**src/rtl/ppu_fb_writer.sv**
```systemverilog
`default_nettype none
// =============================================================================
// Module      : ppu_fb_writer
// Description : Maps the PPU pixel stream through BGP and writes the shades
//               into a double-buffered 160x144 framebuffer.
// Revision    : 1.0 - initial release
// =============================================================================
module ppu_fb_writer #(
  parameter int H_RES  = 160,
  parameter int V_RES  = 144,
  parameter int ADDR_W = 15
) (
  input  logic              clk,
  input  logic              rst,
  input  logic              LCD_EN,
  input  logic [1:0]        PPU_MODE,
  input  logic [7:0]        LY,
  input  logic [7:0]        BGP,
  input  logic [1:0]        PX_OUT,
  input  logic              PX_valid,
  output logic              FB_WE,
  output logic              FB_BANK,
  output logic [ADDR_W-1:0] FB_ADDR,
  output logic [1:0]        FB_DATA,
  output logic              DISP_BANK,
  output logic              FRAME_DONE
);

  localparam logic [1:0] c_MODE_DRAW = 2'd3;

  localparam logic [1:0] c_FB_IDLE     = 2'd0;
  localparam logic [1:0] c_FB_DRAW     = 2'd1;
  localparam logic [1:0] c_FB_PAD      = 2'd2;
  localparam logic [1:0] c_FB_LINE_END = 2'd3;

  localparam logic [7:0]        c_H_RES    = 8'(H_RES);
  localparam logic [7:0]        c_V_RES    = 8'(V_RES);
  localparam logic [7:0]        c_LAST_ROW = 8'(V_RES - 1);
  localparam logic [ADDR_W-1:0] c_H_RES_A  = ADDR_W'(H_RES);

  logic [1:0]        r_state;
  logic [1:0]        w_state_nxt;
  logic [7:0]        r_col;
  logic [7:0]        r_row;
  logic              r_we;
  logic [ADDR_W-1:0] r_addr;
  logic [1:0]        r_data;
  logic              r_bank;
  logic              r_frame_done;

  logic              w_mode_draw;
  logic              w_ly_visible;
  logic              w_col_full;
  logic [7:0]        w_col_inc;
  logic [7:0]        w_col_after;
  logic              w_accept;
  logic              w_pad_step;
  logic              w_start;
  logic              w_swap;
  logic              w_wr_en;
  logic [1:0]        w_px_shade;
  logic [1:0]        w_wr_data;
  logic [ADDR_W-1:0] w_wr_addr;

  assign w_mode_draw  = (PPU_MODE == c_MODE_DRAW);
  assign w_ly_visible = (LY < c_V_RES);
  assign w_col_full   = (r_col >= c_H_RES);
  assign w_col_inc    = r_col + 8'd1;
  // A pixel accepted in the mode-change cycle counts before deciding pad vs. end.
  assign w_col_after  = w_accept ? w_col_inc : r_col;

  always_comb begin
    w_px_shade = BGP[1:0];
    case (PX_OUT)
      2'd0:    w_px_shade = BGP[1:0];
      2'd1:    w_px_shade = BGP[3:2];
      2'd2:    w_px_shade = BGP[5:4];
      default: w_px_shade = BGP[7:6];
    endcase
  end

  // State register
  always_ff @(posedge clk) begin
    if (rst) begin
      r_state <= c_FB_IDLE;
    end else begin
      r_state <= w_state_nxt;
    end
  end

  // Next-state logic; LCD off overrides every state
  always_comb begin
    w_state_nxt = r_state;
    if (!LCD_EN) begin
      w_state_nxt = c_FB_IDLE;
    end else begin
      case (r_state)
        c_FB_IDLE: begin
          if (w_mode_draw && w_ly_visible) begin
            w_state_nxt = c_FB_DRAW;
          end
        end
        c_FB_DRAW: begin
          if (!w_mode_draw) begin
            w_state_nxt = (w_col_after < c_H_RES) ? c_FB_PAD : c_FB_LINE_END;
          end
        end
        c_FB_PAD: begin
          if (w_col_full || (w_col_inc >= c_H_RES)) begin
            w_state_nxt = c_FB_LINE_END;
          end
        end
        default: begin
          w_state_nxt = c_FB_IDLE;
        end
      endcase
    end
  end

  // Output / datapath control decode
  always_comb begin
    w_accept   = 1'b0;
    w_pad_step = 1'b0;
    w_start    = 1'b0;
    w_swap     = 1'b0;
    if (LCD_EN) begin
      case (r_state)
        c_FB_IDLE:     w_start    = w_mode_draw && w_ly_visible;
        c_FB_DRAW:     w_accept   = PX_valid && !w_col_full;
        c_FB_PAD:      w_pad_step = !w_col_full;
        default:       w_swap     = (r_row == c_LAST_ROW);
      endcase
    end
  end

  assign w_wr_en   = w_accept || w_pad_step;
  assign w_wr_data = w_accept ? w_px_shade : BGP[1:0];
  assign w_wr_addr = (ADDR_W'(r_row) * c_H_RES_A) + ADDR_W'(r_col);

  // Column/row tracking; the row is always reloaded from LY at line start
  always_ff @(posedge clk) begin
    if (rst) begin
      r_col <= 8'd0;
      r_row <= 8'd0;
    end else if (w_start) begin
      r_col <= 8'd0;
      r_row <= LY;
    end else if (w_wr_en) begin
      r_col <= w_col_inc;
    end
  end

  // One-cycle write pipeline and bank swap
  always_ff @(posedge clk) begin
    if (rst) begin
      r_we         <= 1'b0;
      r_addr       <= '0;
      r_data       <= 2'd0;
      r_bank       <= 1'b0;
      r_frame_done <= 1'b0;
    end else begin
      r_we         <= w_wr_en;
      r_frame_done <= w_swap;
      if (w_wr_en) begin
        r_addr <= w_wr_addr;
        r_data <= w_wr_data;
      end
      if (w_swap) begin
        r_bank <= ~r_bank;
      end
    end
  end

  assign FB_WE      = r_we;
  assign FB_BANK    = r_bank;
  assign FB_ADDR    = r_addr;
  assign FB_DATA    = r_data;
  assign DISP_BANK  = ~r_bank;
  assign FRAME_DONE = r_frame_done;

endmodule
`default_nettype wire

```
**config.mk**
```make
export PLATFORM = sky130hd
export DESIGN_NAME = ppu_fb_writer
export DESIGN_NICKNAME = d
export VERILOG_FILES = /design/src/rtl/ppu_fb_writer.sv
export SDC_FILE = /design/constraint.sdc
export NUM_CORES = 1
export LEC_CHECK = 0
export CORE_MARGIN = 5
export CORE_UTILIZATION = 47
export DETAILED_ROUTE_END_ITERATION = 6
export GPL_ROUTABILITY_DRIVEN = 0
export GPL_TIMING_DRIVEN = 0
export PLACE_DENSITY = 0.86
export SYNTH_ARGS = -nofsm -noshare
export SYNTH_HDL_FRONTEND = slang
export SYNTH_SLANG_ARGS = --single-unit
export TNS_END_PERCENT = 1
```
**constraint.sdc**
```tcl
create_clock -name clk -period 2.5 [get_ports clk]
set_clock_uncertainty 0.1 [all_clocks]
set_input_delay 0.25 -clock clk [delete_from_list [all_inputs] [get_ports clk]]
set_output_delay 0.25 -clock clk [all_outputs]
set_load 0.05 [all_outputs]
```
==> metrics.md <==
| Metric | Value |
|---|---|
| IR drop worst, VDD | `~0.21 mV` |
| CP Data Required Time | `~2600 ps` |
| Setup TNS | `-38.9 ps` |
| Final Hold Viols | `0` |
| Avg Cell Area, Syn | `8.63 um^2` |
| Hold_sp | `FB_DATA[0]` |
| H-tree lvl count | `2` |
| Slew Limit Headroom | `~63%` |
| Most numerous cell in the Yosys netlist | `dfxtp_1` |
| Reg2reg end | `FB_ADDR[14]` |
| Crit Path Class | `flop to flop` |
| Core Region | `roughly 4800 um^2` |
| Clock sink count | `38` |
| Chip height | `about 80 um` |
| # setup viols final | `1` |
| First-pass GRT wire length | `roughly 9500 um` |
| R2r setup slk | `-40 ps` |
| Slowest stage cell, crit path | `fa_2` |
| Largest net degree at the start of global routing | `13` |
| Yosys top cell area share | `between 30 and 40%` |
| ANT nets after route | `0` |
| Fill cells | `a little over 400` |
| Worst reg2reg path depth | `8` |
| Max frequency | `roughly 0.39 GHz` |
| Die width | `roughly 80 um` |
| Placed Area | `approximately 2800 um^2` |
| I/O pin cnt | `45` |
| Total wire length | `between 5000 and 6000 um` |
| Cell Chain, Critical Path | `ha_4, ha_4, fa_2, a211oi_4, nor2_2, o311a_1, a31o_1, a311oi_2` |
| Buffers & Inverters on Critical Path | `0` |
| Worst-path maximum fanout | `4` |
| Nets | `~370` |
| Switching pwr | `305 uW` |
| Most instantiated cells after synthesis | `dfxtp_1 (38), nor2_1 (35), nand2_1 (26), ha_1 (21), a21oi_1 (18)` |
| Slowest Stage Delay on Critical Path | `420 ps` |
| TritonRoute pass-1 iters | `4` |
| Remaining DRCs | `0` |
| Worst reg2reg path startpoint | `r_row[1]` |
| Fin cells | `roughly 390` |
| Most frequent cell on the critical path | `ha_4` |
| Status | `finished, violations left` |
| Initial Util | `roughly 48%` |
| Min Clock Period, post-route | `~2500 ps` |
| Slew Viols, Final | `0` |
| Synth-to-layout area growth | `30.3%` |
| Longest Clk Path Bufs | `2` |
| Iter 0 DRT Violations | `120` |
| Cell family with most CP delay | `compound AO/OA/AOI/OAI gates` |
| Final Cell Area | `3000 um^2` |
| RSZ-0062 raised after global routing | `true` |
| Static Leak | `~1.1 nW` |
| Top post-synthesis cells by area | `dfxtp_1 (33%), ha_1 (11%), nor2_1 (5.7%), nand2_1 (4.2%), a21oi_1 (3.9%)` |
| Hold EP | `FB_DATA[0]` |
| Post-synthesis async set-or-reset flop share | `0%` |
| Clock latency on the worst-skew pair | `approximately 290 ps` |
| Antenna violations before repair | `0` |
| Die ar. | `approximately 6400 um^2` |
| Dpl cells | `~380` |
| Synth cell types | `56` |
| Avg WL per Cell | `about 14 um` |
| Max_cap viols | `0` |
| # port buffers | `44` |
| Syn Nets | `around 310` |
| Share of the core filled with cells | `around 63%` |
| HP Class | `flop to flop` |
| Total track usage | `18.4%` |
| Leading area contributor after synthesis | `dfxtp_1` |
| Vias in the first global route | `around 2100` |
| Yosys reg bits | `38` |
| Failing checks | `negative setup slack` |
| Number of cells on the worst hold path | `2` |
| Startpoint types | `flop` |
| Antenna cell count | `0` |
| Clock slew at reported path FFs | `approximately 80 ps` |
| DP HPWL | `~4200 um` |
| Gr ovfl total | `0` |
| Crit path DAT | `between 2000 and 3000 ps` |
| Worst Setup End Kind | `flop` |
| TritonCTS clock tree | `built` |
| Num rows | `25` |
| Netlist Area Pre-Place | `between 2000 and 2500 um^2` |
| Clock power share | `37.2%` |
| Sw frac | `about 25%` |
| Sequential Power Share | `51.0%` |
| DR vias | `between 2000 and 2500` |
| Num CTS Buffers | `5` |
| Main flop type after synthesis | `dfxtp_1` |
| Number of vias per cell | `about 5.5` |
| PD cells | `approximately 400 nW/um^2` |
| Worst-margin pin slew | `roughly 550 ps` |
| Tcrit/Tclk final | `102%` |
| Combinational Power Share | `11.8%` |
| Post-synth EDFFs | `0` |
| Final setup margin | `-38.9 ps` |
| Int Pwr | `904 uW` |
| Sequential element share of the synthesized area | `~33%` |
| Cts hold-fix bufs | `0` |
| Yosys warning total | `0` |
| Clock Tree Root | `clkbuf_8` |
| Layout cell share with drive strength beyond 1 | `about an eighth` |
| Post-Syn Instances | `approximately 270` |
==> sequential cells by signal, summed over array words and instances (netlist names) <==
signal      count
r_row           8
r_col           8
r_state         2
FB_WE           1
FB_ADDR        15
FRAME_DONE      1
FB_BANK         1
FB_DATA         2
==> worst reg2reg max path, stage by stage (launching register included) <==
cell and delay (ps):
dfxtp_4 360, ha_4 240, ha_4 170, fa_2 420
a211oi_4 310, nor2_2 90, o311a_1 330, a31o_1 210
a311oi_2 240
==> logic make-up after synthesis <==
family | synth area share [%]
XOR/XNOR | 5.32
multiplexers | 4.40
AND/OR/NAND/NOR | 21.5
adder cells (fa/ha/maj) | 13.1
flip-flops | 33.0
buffers and inverters | 4.07
AO/OA/AOI/OAI | 18.5
==> power groups by stage <==
stage | clock network, mW | logic [mW] | registers [mW]
5_1_grt | 0.487 | 0.156 | 0.618
3_3_place_gp | 0 | 0.134 | 0.632
4_1_cts | 0.451 | 0.140 | 0.617
2_1_floorplan | 0 | 0.0674 | 0.639
3_5_place_dp | 0 | 0.137 | 0.632
6_report | 0.450 | 0.142 | 0.617
==> per-stage QoR <==
step | hold WS, ps | total power [mW] | worst slack [ps]
after floorplan | 297 | 0.706 | 34.2
after global placement | 344 | 0.766 | -109
after detailed placement | 348 | 0.769 | -168
after CTS | 359 | 1.21 | -3.54
after global routing | 386 | 1.26 | -142
final | 355 | 1.21 | -38.9
==> per-layer routing <==
metal / GRT usage [%] / vias up / wire, um
met5: 0 / - / 0
met4: 5.24 / 0 / 79
met3: 2.60 / 10 / 203
met2: 33.1 / 54 / 2800
met1: 22.5 / 1004 / 2420
li1: - / 1064 / -
==> layout by cell type, fill, tap and decap left out, types with 8 or more instances in the layout <==
cell / netlist / layout
a21oi_1: 18 / 18
xnor2_1: 9 / 9
ha_1: 21 / 18
dfxtp_1: 38 / 34
inv_1: 13 / 13
clkdlybuf4s50_1: 0 / 44
nor2_1: 35 / 33
mux2i_1: 9 / 9
nand3_1: 8 / 8
nand2_1: 26 / 26
==> timing repair <==
action,CTS,global route
setup endpoints to repair,2,3
pin swaps,5,0
buffers inserted,2,0
resized for setup,11,5
==> worst max path at each step <==
stage	slack, ps	endpoint	start	depth (start not counted)
floorplan	30	FB_ADDR[14]	r_row[1]	8
detailed placement	-170	FB_ADDR[14]	r_row[1]	8
finish	-40	FB_ADDR[14]	r_row[1]	8
CTS	-4	FB_ADDR[14]	r_row[1]	8
global route	-140	FB_ADDR[14]	r_row[1]	8
global placement	-110	FB_ADDR[14]	r_row[1]	8
==> area by class of cell <==
class | instances | area, um^2 | share of cell area (%)
clock inverter | 2 | 12.5 | 0.417
timing repair buffer | 46 | 455 | 15.2
buffer | 10 | 45.0 | 1.50
tap | 67 | 83.8 | 2.79
multi-input combinational | 206 | 1500 | 50.1
inverter | 13 | 48.8 | 1.63
sequential | 38 | 771 | 25.7
clock buffer | 6 | 82.6 | 2.75
Note: power is estimated with default switching activity, not from simulation.
